File: src/rtl/rsa_ctrl_pkg.sv
// Shared types and defaults for the RSA start/done handshake controller.
package rsa_ctrl_pkg;

    localparam int DEF_TIMEOUT_CYCLES = 64;
    localparam int WD_W               = 16;

    typedef enum logic [2:0] {
        ST_IDLE      = 3'd0,
        ST_START     = 3'd1,
        ST_WAIT_ACK  = 3'd2,
        ST_WAIT_DONE = 3'd3,
        ST_REPORT    = 3'd4
    } state_t;

endpackage

File: src/rtl/rsa_ctrl_watchdog.sv
// Cycle watchdog for the controller wait states; used only when
// RSA_START_CTRL_TIMEOUT_EN is defined.
module rsa_ctrl_watchdog
    import rsa_ctrl_pkg::*;
#(
    parameter int TIMEOUT_CYCLES = DEF_TIMEOUT_CYCLES
) (
    input  logic clk,
    input  logic rst,
    input  logic clear,
    input  logic enable,
    output logic expired
);

    // count holds the cycles already spent in the state, so the state's
    // TIMEOUT_CYCLES-th cycle is the one that sees expired.
    localparam logic [WD_W-1:0] LAST = WD_W'(TIMEOUT_CYCLES - 1);

    logic [WD_W-1:0] count;

    // NOTE: sequential state uses non-blocking assignments so every flop
    // samples values from before the edge, independent of block order.
    always_ff @(posedge clk) begin
        if (rst || clear) begin
            count <= '0;
        end else if (enable && (count != LAST)) begin
            count <= count + 1'b1;
        end
    end

    assign expired = enable && (count == LAST);

endmodule

File: src/rtl/rsa_start_ctrl.sv
// Start/done handshake controller for the RSA engine. Define
// RSA_START_CTRL_TIMEOUT_EN to add the wait-state watchdog abort path.
module rsa_start_ctrl
    import rsa_ctrl_pkg::*;
#(
    parameter int TIMEOUT_CYCLES = DEF_TIMEOUT_CYCLES,
    parameter int CNT_W          = 16
) (
    input  logic             clk,
    input  logic             rst,
    input  logic             job_valid,
    output logic             job_ready,
    output logic             start,
    input  logic             finished,
    output logic             done_valid,
    input  logic             done_ready,
    output logic             done_timeout,
    output logic [CNT_W-1:0] job_count
);

    if ((TIMEOUT_CYCLES < 2) || (TIMEOUT_CYCLES > 65535)) begin : g_bad_timeout
        $error("rsa_start_ctrl: TIMEOUT_CYCLES out of range 2..65535");
    end

    state_t state;
    state_t state_next;
    logic   wd_expired;
    logic   success;

    always_ff @(posedge clk) begin
        if (rst) begin
            state <= ST_IDLE;
        end else begin
            state <= state_next;
        end
    end

    // A finished rise beats a same-cycle watchdog expiry.
    // NOTE: state_next gets a default before the case so no path infers a latch.
    always_comb begin
        state_next = state;
        unique case (state)
            ST_IDLE:      if (job_valid && finished) state_next = ST_START;
            ST_START:     state_next = ST_WAIT_ACK;
            ST_WAIT_ACK:  if (!finished) state_next = ST_WAIT_DONE;
                          else if (wd_expired) state_next = ST_REPORT;
            ST_WAIT_DONE: if (finished || wd_expired) state_next = ST_REPORT;
            ST_REPORT:    if (done_ready) state_next = ST_IDLE;
            default:      state_next = ST_IDLE;
        endcase
    end

    always_comb begin
        job_ready  = (state == ST_IDLE) && finished;
        start      = (state == ST_START);
        done_valid = (state == ST_REPORT);
    end

    assign success = (state == ST_WAIT_DONE) && finished;

    always_ff @(posedge clk) begin
        if (rst) begin
            job_count <= '0;
        end else if (success) begin
            job_count <= job_count + 1'b1;
        end
    end

`ifdef RSA_START_CTRL_TIMEOUT_EN
    logic wd_clear;
    logic wd_enable;
    logic timeout_q;

    // Restart the count on every state change so each wait state gets a full budget.
    assign wd_clear  = (state != state_next);
    assign wd_enable = (state == ST_WAIT_ACK) || (state == ST_WAIT_DONE);

    rsa_ctrl_watchdog #(
        .TIMEOUT_CYCLES (TIMEOUT_CYCLES)
    ) u_watchdog (
        .clk     (clk),
        .rst     (rst),
        .clear   (wd_clear),
        .enable  (wd_enable),
        .expired (wd_expired)
    );

    // Captured on entry to REPORT and held until the host handshake.
    always_ff @(posedge clk) begin
        if (rst) begin
            timeout_q <= 1'b0;
        end else if (wd_enable && (state_next == ST_REPORT)) begin
            timeout_q <= !success;
        end
    end

    assign done_timeout = done_valid && timeout_q;
`else
    assign wd_expired   = 1'b0;
    assign done_timeout = 1'b0;
`endif

endmodule

File: config.mk
export PLATFORM = sky130hd
export DESIGN_NAME = rsa_start_ctrl
export DESIGN_NICKNAME = d
export VERILOG_FILES = /design/src/rtl/rsa_ctrl_pkg.sv /design/src/rtl/rsa_ctrl_watchdog.sv /design/src/rtl/rsa_start_ctrl.sv
export SDC_FILE = /design/constraint.sdc
export NUM_CORES = 1
export LEC_CHECK = 0
export ABC_AREA = 1
export BUFFER_PORTS_ARGS = -buffer_cell sky130_fd_sc_hd__clkbuf_2
export CAP_MARGIN = 10
export CORE_MARGIN = 4
export CORE_UTILIZATION = 45
export CTS_CLUSTER_DIAMETER = 50
export CTS_CLUSTER_SIZE = 14
export DETAILED_ROUTE_END_ITERATION = 8
export GPL_ROUTABILITY_DRIVEN = 1
export PLACE_DENSITY = 0.72
export SETUP_SLACK_MARGIN = 0.05
export SYNTH_ARGS = -nofsm -noshare
export SYNTH_HDL_FRONTEND = slang
export SYNTH_SLANG_ARGS = --single-unit
export TNS_END_PERCENT = 20
File: constraint.sdc
create_clock -name clk -period 1.33 [get_ports clk]
set_input_delay 0.266 -clock clk [delete_from_list [all_inputs] [get_ports clk]]
set_output_delay 0.266 -clock clk [all_outputs]
set_load 0.005 [all_outputs]
; ---- After elaboration in Yosys (flattened, before gate mapping)
; Cells that the tools add are included.
[op_classes]
addsub = 1
n_mul = 0
div = 0
magnitude_cmp = 0
eq_ne = 8
shifts = 0
n_mux = 5
bitwise = 0
n_reduce_logical = 5
[op_table]
columns = cell, count
row1 = "adder 16 x 1 -> 16 bit, second input constant", 1
row2 = case mux 3 bit (5 select lines), 1
row3 = two-way mux 3 bit, 4
row4 = "== test 3 x 2 -> 1 bit, second input constant", 2
row5 = "inequality test 2 bit, second input constant", 3
row6 = AND reduction 4 bit, 1
row7 = "== test 3 x 1 -> 1 bit, second input constant", 1
row8 = "== test 3 bit, second input constant", 1
row9 = logical AND 1 bit, 3
row10 = zero test 3 bit, 1
row11 = "inequality test 2 x 1 -> 1 bit, second input constant", 1
[totals]
ff_bits = 19
latchBits = 0
mem_bits_rw = 0
rom_bits = 0
in_bits = 5
output_inout_bits = 20
wordCells = 21
memories = 0

; ---- Longest topological paths before layout
[depth]
word_depth = 3
depth_mapped = 9
ltp_nobuf = 9

; ---- Least setup slack after synthesis
; OpenSTA, ideal clock, no wires.
[synth_timing]
kind = reg2reg
start = reg job_count[0]
end = reg job_count[8]
setup_time_ps = 111
arrival_ps = 1188
required_ps = 1219
path_slack_ps = 31
stages_incl_launch_ff = 9
path_buffers = 0
synth_period_minus_slack_ps = 1299
path_cell_list = dfxtp_1 > ha_1 > nand3_1 > nor2_1 > nand2_4 > nor2_2 > nand2_1 > nand2_1 > nor2_1
[synth_via]
elab_chain_cells = 1
[synth_rtl]
columns = element, line
row1 = start: declaration, rsa_start_ctrl.sv:18  ; output logic [CNT_W-1:0] job_count
row2 = start signal: assignment, rsa_start_ctrl.sv:65  ; job_count <= job_count + 1'b1;
row3 = adder 16 x 1 -> 16 bit, rsa_start_ctrl.sv:65
; No other way between the ends.
; A chain may end at the register's enable or synchronous reset.

; ---- Worst setup path after layout
[layout_timing]
start = reg state[2]
end = out job_ready
[layout_via]
elab_chain_cells = 2
[layout_rtl]
columns = element, line
row1 = start: declaration, rsa_start_ctrl.sv:25  ; state_t state;
row2 = start signal: assignment, rsa_start_ctrl.sv:34  ; state <= state_next;
row3 = zero test 3 bit, rsa_start_ctrl.sv:54  ; job_ready = (state == ST_IDLE) && finished;
row4 = logical AND 1 bit, rsa_start_ctrl.sv:54
row5 = end: declaration, rsa_start_ctrl.sv:12  ; output logic job_ready,
; No other way between the ends.

==> out/results.txt <==
The gate family responsible for the most delay along the worst path is flip-flops. After detailed routing, the average wire length per cell comes to 10.8 um. The most used flip-flop cell after synthesis is sky130_fd_sc_hd__dfxtp_1. The worst path buffer plus inverter count is 2, and the initial core utilization is 0.486. Clock tree synthesis selected as its root buffer the cell sky130_fd_sc_hd__clkbuf_4. The completed layout was analyzed and its total power is 1.43 mW. In this run, synthesis produced a sequential element count of 19.

The mapped netlist covers 1110 um^2. The path class of the tightest hold or removal check is input port to register. The tools report the final worst-path setup slack as -0.0213 ns.

The flow ran to the end, but the final reports show violations. The routed design has 2.54 mm of wire. The logs give 1440 um^2 for the post-layout instance area and 0 for the count of synthesis-stage warnings from yosys.

In this run the power density over the cells is 998 nW/um^2. The biggest fanout along the worst timing path is 5. The growth of design area from synthesis to finish was 29.9%. In this run the vertical extent of the chip is 57.6 um.

The clock passes through at most 2 buffers. Before antenna repair, the detailed router went through 4 iterations. Ratio of final minimum period to clock period: 1.02. The top cell type's share of synthesized area works out to 0.344.

Clock-pin slew was measured on the worst setup and hold paths at 0.11 ns. In the routed layout, each cell is associated on average with a via count of 4.87. The via count of the first global-routing pass was 1001; the post-synthesis instance total was 172.

For the part of the Yosys area used for sequential elements, the log shows 0.344. The number of buffers inserted during clock tree synthesis came out at 3. Input and output buffers added on the ports amount to 23. TritonCTS built the clock tree. The logs give 0 for the number of antenna cells inserted and 2280 um^2 for the floorplan core area.

The checks that failed: negative setup slack. The static power due to leakage came out at 0.667 nW. The tools report the count of maximum capacitance violations as 0. Nature of the critical path endpoint: an output port.

All-layer global routing usage: 0.161. By area the synthesized netlist is led by sky130_fd_sc_hd__dfxtp_1 (34%), sky130_fd_sc_hd__nand2_1 (13%), sky130_fd_sc_hd__nor2_1 (11%). The largest single stage delay on the critical path is 0.38 ns.

The critical path is of the register to output port type. The final critical path time including I/O delays and setup is 1.35 ns, and the required time at the worst-slack endpoint is 1.06 ns. In this run, distinct cell masters in the synthesized netlist total 26.

Walking the worst path, the cells encountered are nor2_4 > inv_2 > nor3_2 > buf_2. The synthesized design spends more area on one cell type than any other, namely sky130_fd_sc_hd__dfxtp_1. The CTS sink count was 19. The final count of pins violating max slew is 0. Setup repair after global routing could not meet its margin everywhere.

For this run, the top clock speed supported by timing is 740 MHz. Summed over all layers, the global routing overflow is 0. The post-synthesis average cell area came out at 6.43 um^2. The run gives 1144 as the via total after detailed routing. The floorplan step defined a die boundary enclosing 3310 um^2. sky130_fd_sc_hd__nand2_1 is the most common cell in the netlist. The run gives 23 as the initial detailed-routing violation count.

The commonest cells after synthesis are sky130_fd_sc_hd__nand2_1 (38), sky130_fd_sc_hd__nor2_1 (32), sky130_fd_sc_hd__inv_1 (28). The chip width is 57.6 um, and the number of hold violations in the final report is 0. The run gives 1 as the H-tree depth. The first global-routing pass estimated 4.23 mm of wire. The worst supply voltage drop on vdd was 0.710 mV. The final weighted congestion of routability-driven global placement is 0.786, and the share of layout cells above drive strength 1 is 0.300. Fill cells in the final layout number 203. The tools report the largest net degree at the start of global routing as 11. Row generation in the floorplan step produced 17 rows.

Across all register-to-register paths, the minimum setup slack is 0.03 ns. In this run the cell area measured after placement is 1300 um^2. The slowest stage of the critical path is the sky130_fd_sc_hd__dfxtp_4 cell.

The placed wire-length estimate is 1.88 mm. The source-to-sink clock delay at the later pin of the worst-skew pair is 0.31 ns, and the final worst clock skew is 0.00635 ns. The share of synthesized flip-flops with an asynchronous set or reset was 0; the critical path arrival was 1.09 ns. The number of nets in the synthesized netlist was 178.

The number of flops mapped to enable cells by yosys came out at 0. For the initial antenna violation count, the log shows 0. In the routed design, unresolved DRC markers number 0. The number of placed I/O pins is 25, and the number of nets in the layout is 214.

The worst setup path is launched from a register. The count of nets left with antenna violations once routing finished came out at 0. Setup violations remaining at the end of the flow were counted as 2.
==> what timing repair did <==
action | CTS | global route
hold buffers | 0 | 0
pin swaps | 4 | 5
setup endpoints to repair | 10 | 17
gates resized for setup | 15 | 12
buffers inserted | 3 | 0
==> cell families after synthesis <==
| group | count (synthesis) | share of synthesized area |
|---|---|---|
| and+or+nand+nor | 104 | 0.436 |
| buffers and inverters | 33 | 0.122 |
| DFF | 19 | 0.344 |
| AOI/OAI and AO/OA | 12 | 0.0679 |
| xor gates and xnor gates | 2 | 0.0158 |
| adders and majority gates | 1 | 0.0113 |
| other | 1 | 0.00339 |
==> cells in the final DEF (no fill, tap or decap), types with 2 or more instances in the layout <==
| cell type | instances |
|---|---|
| sky130_fd_sc_hd__nor2_1 | 28 |
| sky130_fd_sc_hd__dfxtp_2 | 3 |
| sky130_fd_sc_hd__dfxtp_1 | 13 |
| sky130_fd_sc_hd__nand4_1 | 5 |
| sky130_fd_sc_hd__inv_1 | 27 |
| sky130_fd_sc_hd__buf_4 | 10 |
| sky130_fd_sc_hd__nor2_4 | 4 |
| sky130_fd_sc_hd__nor3b_1 | 2 |
| sky130_fd_sc_hd__nand2_4 | 2 |
| sky130_fd_sc_hd__nor3_2 | 5 |
| sky130_fd_sc_hd__nor2_2 | 2 |
| sky130_fd_sc_hd__nand2_1 | 38 |
| sky130_fd_sc_hd__nand3_1 | 14 |
| sky130_fd_sc_hd__dfxtp_4 | 3 |
| sky130_fd_sc_hd__nor3_1 | 2 |
| sky130_fd_sc_hd__a21oi_1 | 7 |
| sky130_fd_sc_hd__clkbuf_4 | 3 |
| sky130_fd_sc_hd__o21ai_0 | 2 |
| sky130_fd_sc_hd__clkbuf_2 | 22 |
==> final timing paths <==
path,from,endpoint,depth (start not counted)
min,done_ready,state[2],4
min reg2reg,job_count[15],job_count[15],2
max,state[2],job_ready,4
max reg2reg,state[0],job_count[8],8
==> final cells by class <==
cell class / instances / area [um^2] / share of cell area
inverters: 30 / 118 / 0.0819
repair buffers: 34 / 201 / 0.140
multi-input cells: 120 / 661 / 0.460
clock buffers: 4 / 26.3 / 0.0183
flip-flops and latches: 19 / 395 / 0.275
well taps: 28 / 35.0 / 0.0244
==> report_power, final <==
part / switching, mW / total, mW / internal (mW)
Combinational: 0.221 / 0.420 / 0.198
Sequential: 0.0814 / 0.705 / 0.623
Clock: 0.191 / 0.309 / 0.117
==> stage by stage <==
step	setup TNS, ns	worst slack [ns]	instances	utilization	hold WS [ns]
finish	-0.0357	-0.0213	235	0.631	0.266
global route	-0.397	-0.0897	235	0.631	0.306
CTS	-0.0585	-0.0414	235	0.613	0.258
detailed placement	-0.00604	-0.00604	228	0.572	0.516
global placement	0	0.0266	228	0.572	0.501
floorplan	0	0.0905	172	-	0.474
==> registers in the layout, summed over array words and instances, names as in the netlist <==
name / flops
job_count: 16
state: 3
==> tightest hold or removal path, stage by stage <==
cell and delay, ns:
sky130_fd_sc_hd__clkbuf_2 0.07, sky130_fd_sc_hd__inv_1 0.03, sky130_fd_sc_hd__nand4_1 0.10, sky130_fd_sc_hd__a21oi_1 0.07
==> layer usage <==
metal | GRT usage | routed length, um | vias to the layer above
met4 | 0.0430 | 32 | 0
met5 | 0 | 0 | -
met1 | 0.195 | 1180 | 507
met2 | 0.271 | 1180 | 27
met3 | 0.0520 | 146 | 4
li1 | - | - | 606
Power figures use the tool's default switching activity.
